### src/rtl/display_source_mux_if.sv
`default_nettype none
// ============================================================================
//  Module   : display_source_mux_if
//  Purpose  : Pixel-source, marker-control and TCON write-word bundle for
//             display_source_mux.
//  Revision : 1.0  initial release
// ============================================================================
interface display_source_mux_if #(
   parameter int NUM_SRC = 8,
   parameter int CH_W    = 12,
   parameter int SEL_W   = 3
);
   logic [SEL_W-1:0]          iSelect;
   logic [15:0]               iX_Cont;
   logic [15:0]               iY_Cont;
   logic                      iValid;
   logic [NUM_SRC*3*CH_W-1:0] iSrc_RGB;
   logic [7:0]                iMarkLevel;
   logic                      iMarkEn;
   logic [15:0]               oWr1_data;
   logic [15:0]               oWr2_data;
   logic                      oValid;
   logic [SEL_W-1:0]          oSelActive;
   logic                      oSelPending;

   modport master (
      output iSelect, iX_Cont, iY_Cont, iValid, iSrc_RGB, iMarkLevel, iMarkEn,
      input  oWr1_data, oWr2_data, oValid, oSelActive, oSelPending
   );

   modport slave (
      input  iSelect, iX_Cont, iY_Cont, iValid, iSrc_RGB, iMarkLevel, iMarkEn,
      output oWr1_data, oWr2_data, oValid, oSelActive, oSelPending
   );
endinterface
`default_nettype wire

### src/rtl/display_source_mux.sv
`default_nettype none
// ============================================================================
//  Module   : display_source_mux
//  Purpose  : Frame-synchronous pixel source selector with row-marker overlay,
//             packing into two 16-bit TCON write words (2-cycle latency).
//  Revision : 1.0  initial release
// ============================================================================
module display_source_mux #(
   parameter int                 NUM_SRC     = 8,
   parameter int                 CH_W        = 12,
   parameter int                 SEL_W       = 3,
   parameter int                 DEFAULT_SEL = 1,
   parameter logic [NUM_SRC-1:0] MARK_MASK   = 'h04,
   parameter int                 MARK_BASE   = 255
) (
   input  wire logic              iClk,
   input  wire logic              iRst,
   display_source_mux_if.slave    bus
);

   localparam int               c_PIX_W       = 3 * CH_W;
   localparam logic [15:0]      c_MARK_BASE   = 16'(MARK_BASE);
   localparam logic [SEL_W-1:0] c_DEFAULT_SEL = SEL_W'(DEFAULT_SEL);

   logic [SEL_W-1:0]   sel_active_q, sel_active_d;
   logic               sel_pending_q;
   logic [c_PIX_W-1:0] rgb1_q, rgb1_d;
   logic [15:0]        row1_q;
   logic               mark_ok1_q, mark_ok1_d;
   logic               valid1_q;
   logic [15:0]        wr1_q, wr2_q;
   logic               valid2_q;

   logic               w_sel_ok;
   logic [CH_W-1:0]    w_r2, w_g2, w_b2;
   logic [15:0]        w_mark_row;
   logic               w_unused_lsb;

   // The select sampled at frame start already governs the frame-start pixel.
   always_comb begin
      sel_active_d = sel_active_q;
      if (bus.iValid && (bus.iX_Cont == 16'd0) && (bus.iY_Cont == 16'd0))
         sel_active_d = bus.iSelect;
   end

   always_comb begin
      rgb1_d     = '0;
      mark_ok1_d = 1'b0;
      w_sel_ok   = 1'b0;
      for (int k = 0; k < NUM_SRC; k++) begin
         if ({{(32-SEL_W){1'b0}}, sel_active_d} == 32'(k + 1)) begin
            w_sel_ok   = 1'b1;
            mark_ok1_d = MARK_MASK[k];
            if (bus.iValid)
               rgb1_d = bus.iSrc_RGB[(k*3+3)*CH_W-1 -: c_PIX_W];
         end
      end
      // Unknown code shows white even on blank cycles so a bad select is visible.
      if (!w_sel_ok)
         rgb1_d = '1;
   end

   always_comb begin
      w_mark_row        = c_MARK_BASE - row1_q;
      {w_r2, w_g2, w_b2} = rgb1_q;
      if (valid1_q && bus.iMarkEn && mark_ok1_q && (w_mark_row == {8'b0, bus.iMarkLevel})) begin
         w_r2 = '1;
         w_g2 = '0;
         w_b2 = '0;
      end
   end

   assign w_unused_lsb = ^{w_r2, w_g2, w_b2};

   always_ff @(posedge iClk or posedge iRst) begin
      if (iRst) begin
         sel_active_q  <= c_DEFAULT_SEL;
         sel_pending_q <= 1'b0;
         rgb1_q        <= '0;
         row1_q        <= '0;
         mark_ok1_q    <= 1'b0;
         valid1_q      <= 1'b0;
         wr1_q         <= '0;
         wr2_q         <= '0;
         valid2_q      <= 1'b0;
      end else begin
         sel_active_q  <= sel_active_d;
         sel_pending_q <= (bus.iSelect != sel_active_d);
         rgb1_q        <= rgb1_d;
         row1_q        <= bus.iY_Cont;
         mark_ok1_q    <= mark_ok1_d;
         valid1_q      <= bus.iValid;
         wr1_q         <= {w_g2[CH_W-1 -: 5], w_b2[CH_W-1 -: 10], 1'b0};
         wr2_q         <= {w_g2[CH_W-6 -: 5], w_r2[CH_W-1 -: 10], 1'b0};
         valid2_q      <= valid1_q;
      end
   end

   assign bus.oWr1_data   = wr1_q;
   assign bus.oWr2_data   = wr2_q;
   assign bus.oValid      = valid2_q;
   assign bus.oSelActive  = sel_active_q;
   assign bus.oSelPending = sel_pending_q;

endmodule
`default_nettype wire

### src/flat_wrapper.sv
// flat-port wrapper written by rule: the top's interface ports become plain ports
module display_source_mux_flat 
#(
   parameter int                 NUM_SRC     = 8,
   parameter int                 CH_W        = 12,
   parameter int                 SEL_W       = 3,
   parameter int                 DEFAULT_SEL = 1,
   parameter logic [NUM_SRC-1:0] MARK_MASK   = 'h04,
   parameter int                 MARK_BASE   = 255
)
  (iClk, iRst, bus_iSelect, bus_iX_Cont, bus_iY_Cont, bus_iValid, bus_iSrc_RGB, bus_iMarkLevel, bus_iMarkEn, bus_oWr1_data, bus_oWr2_data, bus_oValid, bus_oSelActive, bus_oSelPending);
  display_source_mux_if #(.NUM_SRC(NUM_SRC), .CH_W(CH_W), .SEL_W(SEL_W)) bus_i ();
  input  wire logic iClk;
  input  wire logic iRst;
  input wire logic [$bits(bus_i.iSelect)-1:0] bus_iSelect;
  input wire logic [$bits(bus_i.iX_Cont)-1:0] bus_iX_Cont;
  input wire logic [$bits(bus_i.iY_Cont)-1:0] bus_iY_Cont;
  input wire logic [$bits(bus_i.iValid)-1:0] bus_iValid;
  input wire logic [$bits(bus_i.iSrc_RGB)-1:0] bus_iSrc_RGB;
  input wire logic [$bits(bus_i.iMarkLevel)-1:0] bus_iMarkLevel;
  input wire logic [$bits(bus_i.iMarkEn)-1:0] bus_iMarkEn;
  output wire logic [$bits(bus_i.oWr1_data)-1:0] bus_oWr1_data;
  output wire logic [$bits(bus_i.oWr2_data)-1:0] bus_oWr2_data;
  output wire logic [$bits(bus_i.oValid)-1:0] bus_oValid;
  output wire logic [$bits(bus_i.oSelActive)-1:0] bus_oSelActive;
  output wire logic [$bits(bus_i.oSelPending)-1:0] bus_oSelPending;
  assign bus_i.iSelect = bus_iSelect;
  assign bus_i.iX_Cont = bus_iX_Cont;
  assign bus_i.iY_Cont = bus_iY_Cont;
  assign bus_i.iValid = bus_iValid;
  assign bus_i.iSrc_RGB = bus_iSrc_RGB;
  assign bus_i.iMarkLevel = bus_iMarkLevel;
  assign bus_i.iMarkEn = bus_iMarkEn;
  assign bus_oWr1_data = bus_i.oWr1_data;
  assign bus_oWr2_data = bus_i.oWr2_data;
  assign bus_oValid = bus_i.oValid;
  assign bus_oSelActive = bus_i.oSelActive;
  assign bus_oSelPending = bus_i.oSelPending;
  display_source_mux #(.NUM_SRC(NUM_SRC), .CH_W(CH_W), .SEL_W(SEL_W), .DEFAULT_SEL(DEFAULT_SEL), .MARK_MASK(MARK_MASK), .MARK_BASE(MARK_BASE)) u_core (.iClk(iClk), .iRst(iRst), .bus(bus_i));
endmodule
### config.mk
export PLATFORM = sky130hd
export DESIGN_NAME = display_source_mux_flat
export DESIGN_NICKNAME = d
export VERILOG_FILES = /design/src/rtl/display_source_mux_if.sv /design/src/rtl/display_source_mux.sv /design/src/flat_wrapper.sv
export SDC_FILE = /design/constraint.sdc
export NUM_CORES = 1
export LEC_CHECK = 0
export ABC_AREA = 1
export CORE_AREA = 3 3 143 145
export DETAILED_ROUTE_END_ITERATION = 7
export DIE_AREA = 0 0 146 148
export DONT_BUFFER_PORTS = 1
export GPL_TIMING_DRIVEN = 0
export HOLD_SLACK_MARGIN = 0.05
export PLACE_DENSITY_LB_ADDON = 0.1
export SYNTH_ARGS = -nofsm -noshare
export SYNTH_HDL_FRONTEND = slang
export SYNTH_SLANG_ARGS = --single-unit
### constraint.sdc
create_clock -name iClk -period 4.4 [get_ports iClk]
set_clock_uncertainty 0.05 [all_clocks]
set_input_delay 0.66 -clock iClk [delete_from_list [all_inputs] [get_ports iClk]]
set_output_delay 0.66 -clock iClk [all_outputs]
set_load 0.03 [all_outputs]
==> reports/results.tsv, run 1 <==
stage	metric	value	unit
floorplan	IO Count	372	
routing	remaining antenna violation count	0	
critical_path	reg2reg path depth	9	
clock_network	CTS tree	yes	
critical_path	worst path cell trace	nor2_1 > nand2_1 > nor2_1 > nand2_1 > nor2_2 > nand2_2 > nand2_1 > nand2_2 > buf_4 > buf_4 > nand4_1 > nand4_1 > nand2_1 > nand4_1	
synthesis	EDFF count, synth	0	
floorplan	Die Area	21600	µm²
synthesis	Synth Cell Area	5600	µm²
critical_path	crit path capture type	flop	
synthesis	Synth top area share	36.7	%
critical_path	Most Frequent Cell on Critical Path	nand2_1	
routing	routed vias	5577	
floorplan	Die Y	148	µm
placement	routability cong.	0.946	
floorplan	core area	19300	µm²
clock_network	# hold bufs at CTS	0	
clock_network	Post-CTS Setup Bufs	0	
synthesis	post-synthesis register bit count	83	
clock_network	H-Tree Depth	3	
clock_network	Clock Latency Late Sink	340	ps
synthesis	Most used DFF post-synth	dfrtp_1	
floorplan	Rows	51	
critical_path	Setup CP Type	input port to flop	
final_layout	Antenna Cells	0	
clock_network	Clock Pin Slew Worst Setup and Hold Paths	70	ps
run_status	status	completed	
run	maxcap violations	0	
synthesis	sequential area share after synthesis	37.1	%
global_route	largest net degree at the start of global routing	64	
power_and_ir_drop	Power Dens Cells	282	nW/µm²
routing	overall routed net length	21400	µm
sta	Final Hold Fails	0	
synthesis	Mapped Cells	810	
power_and_ir_drop	Worst VDD drop	0.156	mV
synthesis	Commonest cells post-synth	nand2_1 (200), inv_1 (160), nand4_1 (151)	
routing	drt pass-1 iters	5	
floorplan	initial core utilization	29.0	%
routing	vias per cell	5.10	
sta	part of the cycle the worst path needs	58.0	%
synthesis	ys async rst share	100	%
sta	worst rel slew slack	56.2	%
routing	DRC viols	0	
clock_network	clk root buf	clkbuf_16	
routing	drt initial violations	356	
global_route	first-pass GRT wire length	32200	µm
clock_network	Num CTS Buffers	9	
placement	dpl ws	1570	ps
final_layout	layout cells sized above 1	9.18	%
sta	fin. max-slew vios	0	
clock_network	worst-case clock buffer depth	2	
sta	Max Fclk	392	MHz
floorplan	Die X	146	µm
sta	final worst slack	1850	ps
synthesis	most common cell in the netlist	nand2_1	
global_route	global route total overflow	0	
global_route	initial antenna violation count	0	
final_layout	area grow syn2layout	11.7	%
synthesis	Yosys top cell by area	dfrtp_1	
sta	# setup viols final	0	
placement	IO Port Bufs	0	
critical_path	worst-path maximum fanout	10	
synthesis	post-synth cell types	28	
sta	RSZ-0062 raised after global routing	false	
synthesis	Warnings, synthesis	0	
final_layout	Finished Layout Cells	1093	
critical_path	Slowest-stage cell, CP	nor2_1	
sta	Final min period	2550	ps
clock_network	Num Clock Sinks	83	
final_layout	FILL cells	2126	
sta	Final Hold Slack	93.6	ps
placement	placed cell count	1077	
power_and_ir_drop	leakage power	3.27	nW
routing	WL/cell	19.6	µm
critical_path	CP peak stage delay	300	ps
clock_network	Post-CTS Resized	0	
synthesis	top cells by area, synth	dfrtp_1 (37%), nand4_1 (17%), nand2_1 (13%)	
sta	Total Neg Setup Slack	0	ps
critical_path	Startpoint Class	input port	
synthesis	Avg Inst Size Synth	6.91	µm²
worst_hold_path	min-delay worst type	input port to asynchronous set/reset pin	
critical_path	Worst EP required	4540	ps
critical_path	Critical Path AT	2700	ps
final_layout	Final nets	1158	
placement	HPWL after DPL	17700	µm
global_route	GRT Overall Usage	19.0	%
sta	worst slew pin tran	657	ps
global_route	vias in the first global route	5587	
-- power breakdown --
part           internal, mW  switching [mW]
clock network         0.403           0.318
registers             0.806          0.0545
logic                0.0623           0.120
total                  1.27           0.493
-- critical path, delay by kind of cell --
family | cells | cell delay [ps]
and+or+nand+nor | 12 | 1650
buffers and inverters | 2 | 390
-- layout make-up --
cell class	instances	area [µm²]	area share, %
plain buffers	72	377	6.02
clock buffers	10	239	3.82
clock inverters	6	48.8	0.781
inverters	161	607	9.71
multi-input cells	495	2540	40.7
flip-flops and latches	83	2080	33.2
well taps	265	332	5.30
repair buffers	1	27.5	0.440
-- metal layers --
metal | global-route usage [%] | vias to the layer above | wire length, µm | part of all wire [%]
li1 | - | 2686 | - | -
met1 | 23.9 | 2608 | 8920 | 42
met2 | 32.3 | 250 | 10400 | 49
met3 | 4.57 | 33 | 1550 | 7.2
met4 | 6.21 | 0 | 526 | 2.5
met5 | 0 | - | 0 | 0
-- path summary, 6_finish.rpt --
| check | endpoint | from | slack [ps] |
|---|---|---|---|
| worst max register to register | u_core.rgb1_q[22]$_DFF_PP0_ | u_core.bus.oSelActive[0]$_DFF_PP1_ | 2160 |
| worst min-delay path | u_core.bus.oWr1_data[6]$_DFF_PP0_ | iRst | 90 |
| min in group iClk | u_core.row1_q[15]$_DFF_PP0_ | bus_iY_Cont[15] | 300 |
| worst max-delay path | u_core.rgb1_q[22]$_DFF_PP0_ | bus_iX_Cont[5] | 1850 |
| worst min register to register | u_core.bus.oValid$_DFF_PP0_ | u_core.valid1_q$_DFF_PP0_ | 330 |
| max in group asynchronous | u_core.bus.oSelActive[0]$_DFF_PP1_ | iRst | 3570 |
-- cell families after synthesis --
| family | Yosys count | synth area share, % |
|---|---|---|
| flops | 83 | 37.1 |
| buf+inv | 233 | 17.5 |
| xor+xnor | 10 | 1.56 |
| other cells | 1 | 0.0670 |
| compound gates | 64 | 7.38 |
| simple gates | 419 | 36.3 |
-- registers in the layout (all words and copies together) (netlist names) --
register	cells
u_core.row1_q	16
u_core.bus.oSelActive	3
u_core.bus.oValid	1
u_core.bus.oWr1_data	15
u_core.bus.oSelPending	1
u_core.bus.oWr2_data	15
u_core.valid1_q	1
u_core.rgb1_q	30
u_core.mark_ok1_q	1
-- cell usage in the layout (no fill, tap or decap), types with 9 or more instances in the layout --
cell type | netlist | routed
nand3_1 | 35 | 35
o211ai_1 | 30 | 30
buf_4 | 11 | 11
dfrtp_1 | 82 | 82
nand2_1 | 200 | 200
inv_1 | 160 | 159
o21ai_1 | 31 | 31
nand4_1 | 151 | 151
clkbuf_16 | 0 | 9
clkbuf_1 | 22 | 22
nor2_1 | 21 | 21
buf_2 | 34 | 34
-- per-stage QoR --
step / total power, mW / util [%] / instance area [µm²]
global placement: 1.05 / 30.7 / 5930
floorplan: 1.00 / - / 5600
finish: 1.76 / 32.3 / 6250
global route: 1.85 / 32.3 / 6250
CTS: 1.79 / 32.3 / 6250
detailed placement: 1.06 / 30.8 / 5960
Note: power is estimated with default switching activity, not from simulation.
==> run 2, diff against run 1 <==
==> constraint.sdc (replaced) <==
create_clock -name iClk -period 2.6 [get_ports iClk]
set_clock_uncertainty 0.05 [all_clocks]
set_input_delay 0.39 -clock iClk [delete_from_list [all_inputs] [get_ports iClk]]
set_output_delay 0.39 -clock iClk [all_outputs]
set_load 0.03 [all_outputs]
==> reports/results.tsv, run 2 (same netlist as run 1, synthesis figures left out) <==
stage	metric	value	unit	change
run_status	status	completed		
critical_path	Setup CP Type	input port to flop		
final_layout	largest register by flop count	u_core.rgb1_q		
sta	Final min period	2270	ps	
final_layout	biggest regs	u_core.rgb1_q (30), u_core.row1_q (16)		
final_layout	Final Util	33.3	%	+0.93 points
final_layout	most frequent cells in the layout	nand2_1 (200), inv_1 (159), nand4_1 (151)		
sta	worst slew pin tran	664	ps	+7.23 ps
critical_path	Slowest-stage cell, CP	nor2_1		
clock_network	worst-case clock buffer depth	2		unchanged
clock_network	Post-CTS Resized	0		unchanged
critical_path	Worst EP required	2740	ps	-1800 ps
critical_path	CP peak stage delay	290	ps	about the same
floorplan	Die Y	148	µm	unchanged
global_route	global route total overflow	0		unchanged
routing	DRC viols	0		unchanged
sta	Final Hold Fails	0		unchanged
floorplan	IO Count	372		unchanged
clock_network	Clock Latency Late Sink	340	ps	about the same
global_route	initial antenna violation count	0		unchanged
global_route	largest net degree at the start of global routing	64		unchanged
critical_path	stages on the worst setup path	14		unchanged
sta	# setup viols final	0		unchanged
sta	part of the cycle the worst path needs	87.2	%	
placement	IO Port Bufs	0		unchanged
routing	drt pass-1 iters	5		unchanged
critical_path	WP buf/inv	2		unchanged
clock_network	Num CTS Buffers	9		unchanged
floorplan	core area	19300	µm²	unchanged
final_layout	Antenna Cells	0		unchanged
critical_path	worst-path maximum fanout	10		unchanged
critical_path	critical path launch point	bus_iX_Cont[5]		
clock_network	H-Tree Depth	3		unchanged
global_route	first-pass GRT wire length	32800	µm	+1.8%
clock_network	Clock Pin Slew Worst Setup and Hold Paths	70	ps	about the same
critical_path	Worst R2R Start	u_core.bus.oSelActive[0]$_DFF_PP1_		
critical_path	Critical Path AT	2410	ps	-290 ps
critical_path	Startpoint Class	input port		
routing	routed vias	5650		+1.3%
routing	remaining antenna violation count	0		unchanged
sta	worst rel slew slack	55.7	%	-0.48 points
critical_path	Worst path top cell family by delay	simple AND/OR/NAND/NOR gates		
worst_hold_path	min-delay worst type	input port to flop		
run	maxcap violations	0		unchanged
final_layout	max reg flops	30		unchanged
final_layout	Final nets	1176		+1.6%
floorplan	Die X	146	µm	unchanged
final_layout	area grow syn2layout	14.9	%	
placement	routability cong.	0.946		unchanged
routing	WL/cell	19.6	µm	+0.12%
critical_path	worst path cell trace	nor2_1 > nand2_1 > nor2_1 > nand2_1 > nor2_2 > nand2_2 > nand2_1 > nand2_2 > buf_4 > buf_4 > nand4_1 > nand4_1 > nand2_1 > nand4_1		
final_layout	commonest non-fill, non-tap cell in the layout	nand2_1		
final_layout	area of the multi-input gates	2540	µm²	unchanged
clock_network	Num Clock Sinks	83		unchanged
critical_path	crit path capture type	flop		
routing	drt initial violations	365		+2.5%
floorplan	Rows	51		unchanged
global_route	vias in the first global route	5675		+1.6%
sta	fin. max-slew vios	0		unchanged
final_layout	layout cells sized above 1	8.98	%	-0.20 points
critical_path	Most Frequent Cell on Critical Path	nand2_1		
clock_network	CTS tree	yes		
final_layout	Reg area	2080	µm²	unchanged
placement	dpl ws	36.3	ps	-1530 ps
clock_network	clk root buf	clkbuf_16		
power_and_ir_drop	Worst VDD drop	0.265	mV	+70%
critical_path	reg2reg path depth	9		unchanged
critical_path	Crit Reg-Reg Endpoint	u_core.rgb1_q[22]$_DFF_PP0_		
critical_path	CP endpoint	u_core.rgb1_q[22]$_DFF_PP0_		
routing	vias per cell	5.09		-0.33%
sta	RSZ-0062 raised after global routing	false		
power_and_ir_drop	Tot Pwr	3.01	mW	+70%
power_and_ir_drop	leakage power	3.35	nW	+2.3%
floorplan	Die Area	21600	µm²	unchanged
global_route	GRT Overall Usage	19.3	%	+0.30 points
routing	overall routed net length	21800	µm	+1.8%
sta	final worst slack	333	ps	-1520 ps
power_and_ir_drop	Power Dens Cells	468	nW/µm²	+66%
final_layout	FILL cells	2120		-0.28%
sta	Max Fclk	441	MHz	
floorplan	initial core utilization	29.0	%	unchanged
critical_path	R2R setup slack	340	ps	-1820 ps
placement	HPWL after DPL	17700	µm	unchanged
## run 2: worst min-delay path by stage
stage / start / to / slack [ps] / cells after the start
after floorplan: u_core.valid1_q$_DFF_PP0_ / u_core.bus.oValid$_DFF_PP0_ / 300 / 0
after global placement: u_core.valid1_q$_DFF_PP0_ / u_core.bus.oValid$_DFF_PP0_ / 320 / 0
after detailed placement: iRst / u_core.rgb1_q[14]$_DFF_PP0_ / 190 / 1
after CTS: bus_iSrc_RGB[195] / u_core.rgb1_q[15]$_DFF_PP0_ / 140 / 2
after global routing: bus_iSrc_RGB[197] / u_core.rgb1_q[17]$_DFF_PP0_ / 150 / 2
final: bus_iSrc_RGB[183] / u_core.rgb1_q[3]$_DFF_PP0_ / 150 / 2
## run 2: worst reg2reg max path, cell delays in order, from the launching register on
cell and delay (ps):
dfstp_2 640, inv_1 80, o21bai_1 150, nand2_1 130, buf_2 270, buf_2 250
nand4_1 180, nand4_1 250, nand2_1 90, nand4_1 90
## run 2: metal layers
metal	GRT usage, %	wire length (µm)
met5	0	0
met1	24.8	9300
met2	32.6	10500
met3	4.32	1430
met4	6.21	532
## run 2: timing repair
item	in CTS	in global routing
hold buffers	18	0
hold endpoints to repair	37	0
buffers inserted	0	0
## run 2: area by class of cell
class	instances	area share [%]
well taps	265	5.16
repair buffers	19	3.23
inverters	161	9.44
clock buffers	10	3.72
plain buffers	72	5.86
clock inverters	6	0.759
flip-flops and latches	83	32.3
multi-input cells	495	39.5
## run 2: through the flow
stage	setup TNS, ps	hold slack [ps]	area (µm²)	instances
final	0	151	6430	1111
after global routing	0	150	6430	1111
after CTS	0	136	6430	1111
after detailed placement	0	188	5960	1077
after global placement	-69920	322	5930	1076
after floorplan	0	304	5600	811
## run 2: where the power goes
group	leakage (nW)	switching, mW	total (mW)	internal, mW
registers	1.00	0.0925	1.46	1.36
clock network	0.132	0.535	1.22	0.681
logic	2.21	0.210	0.334	0.123
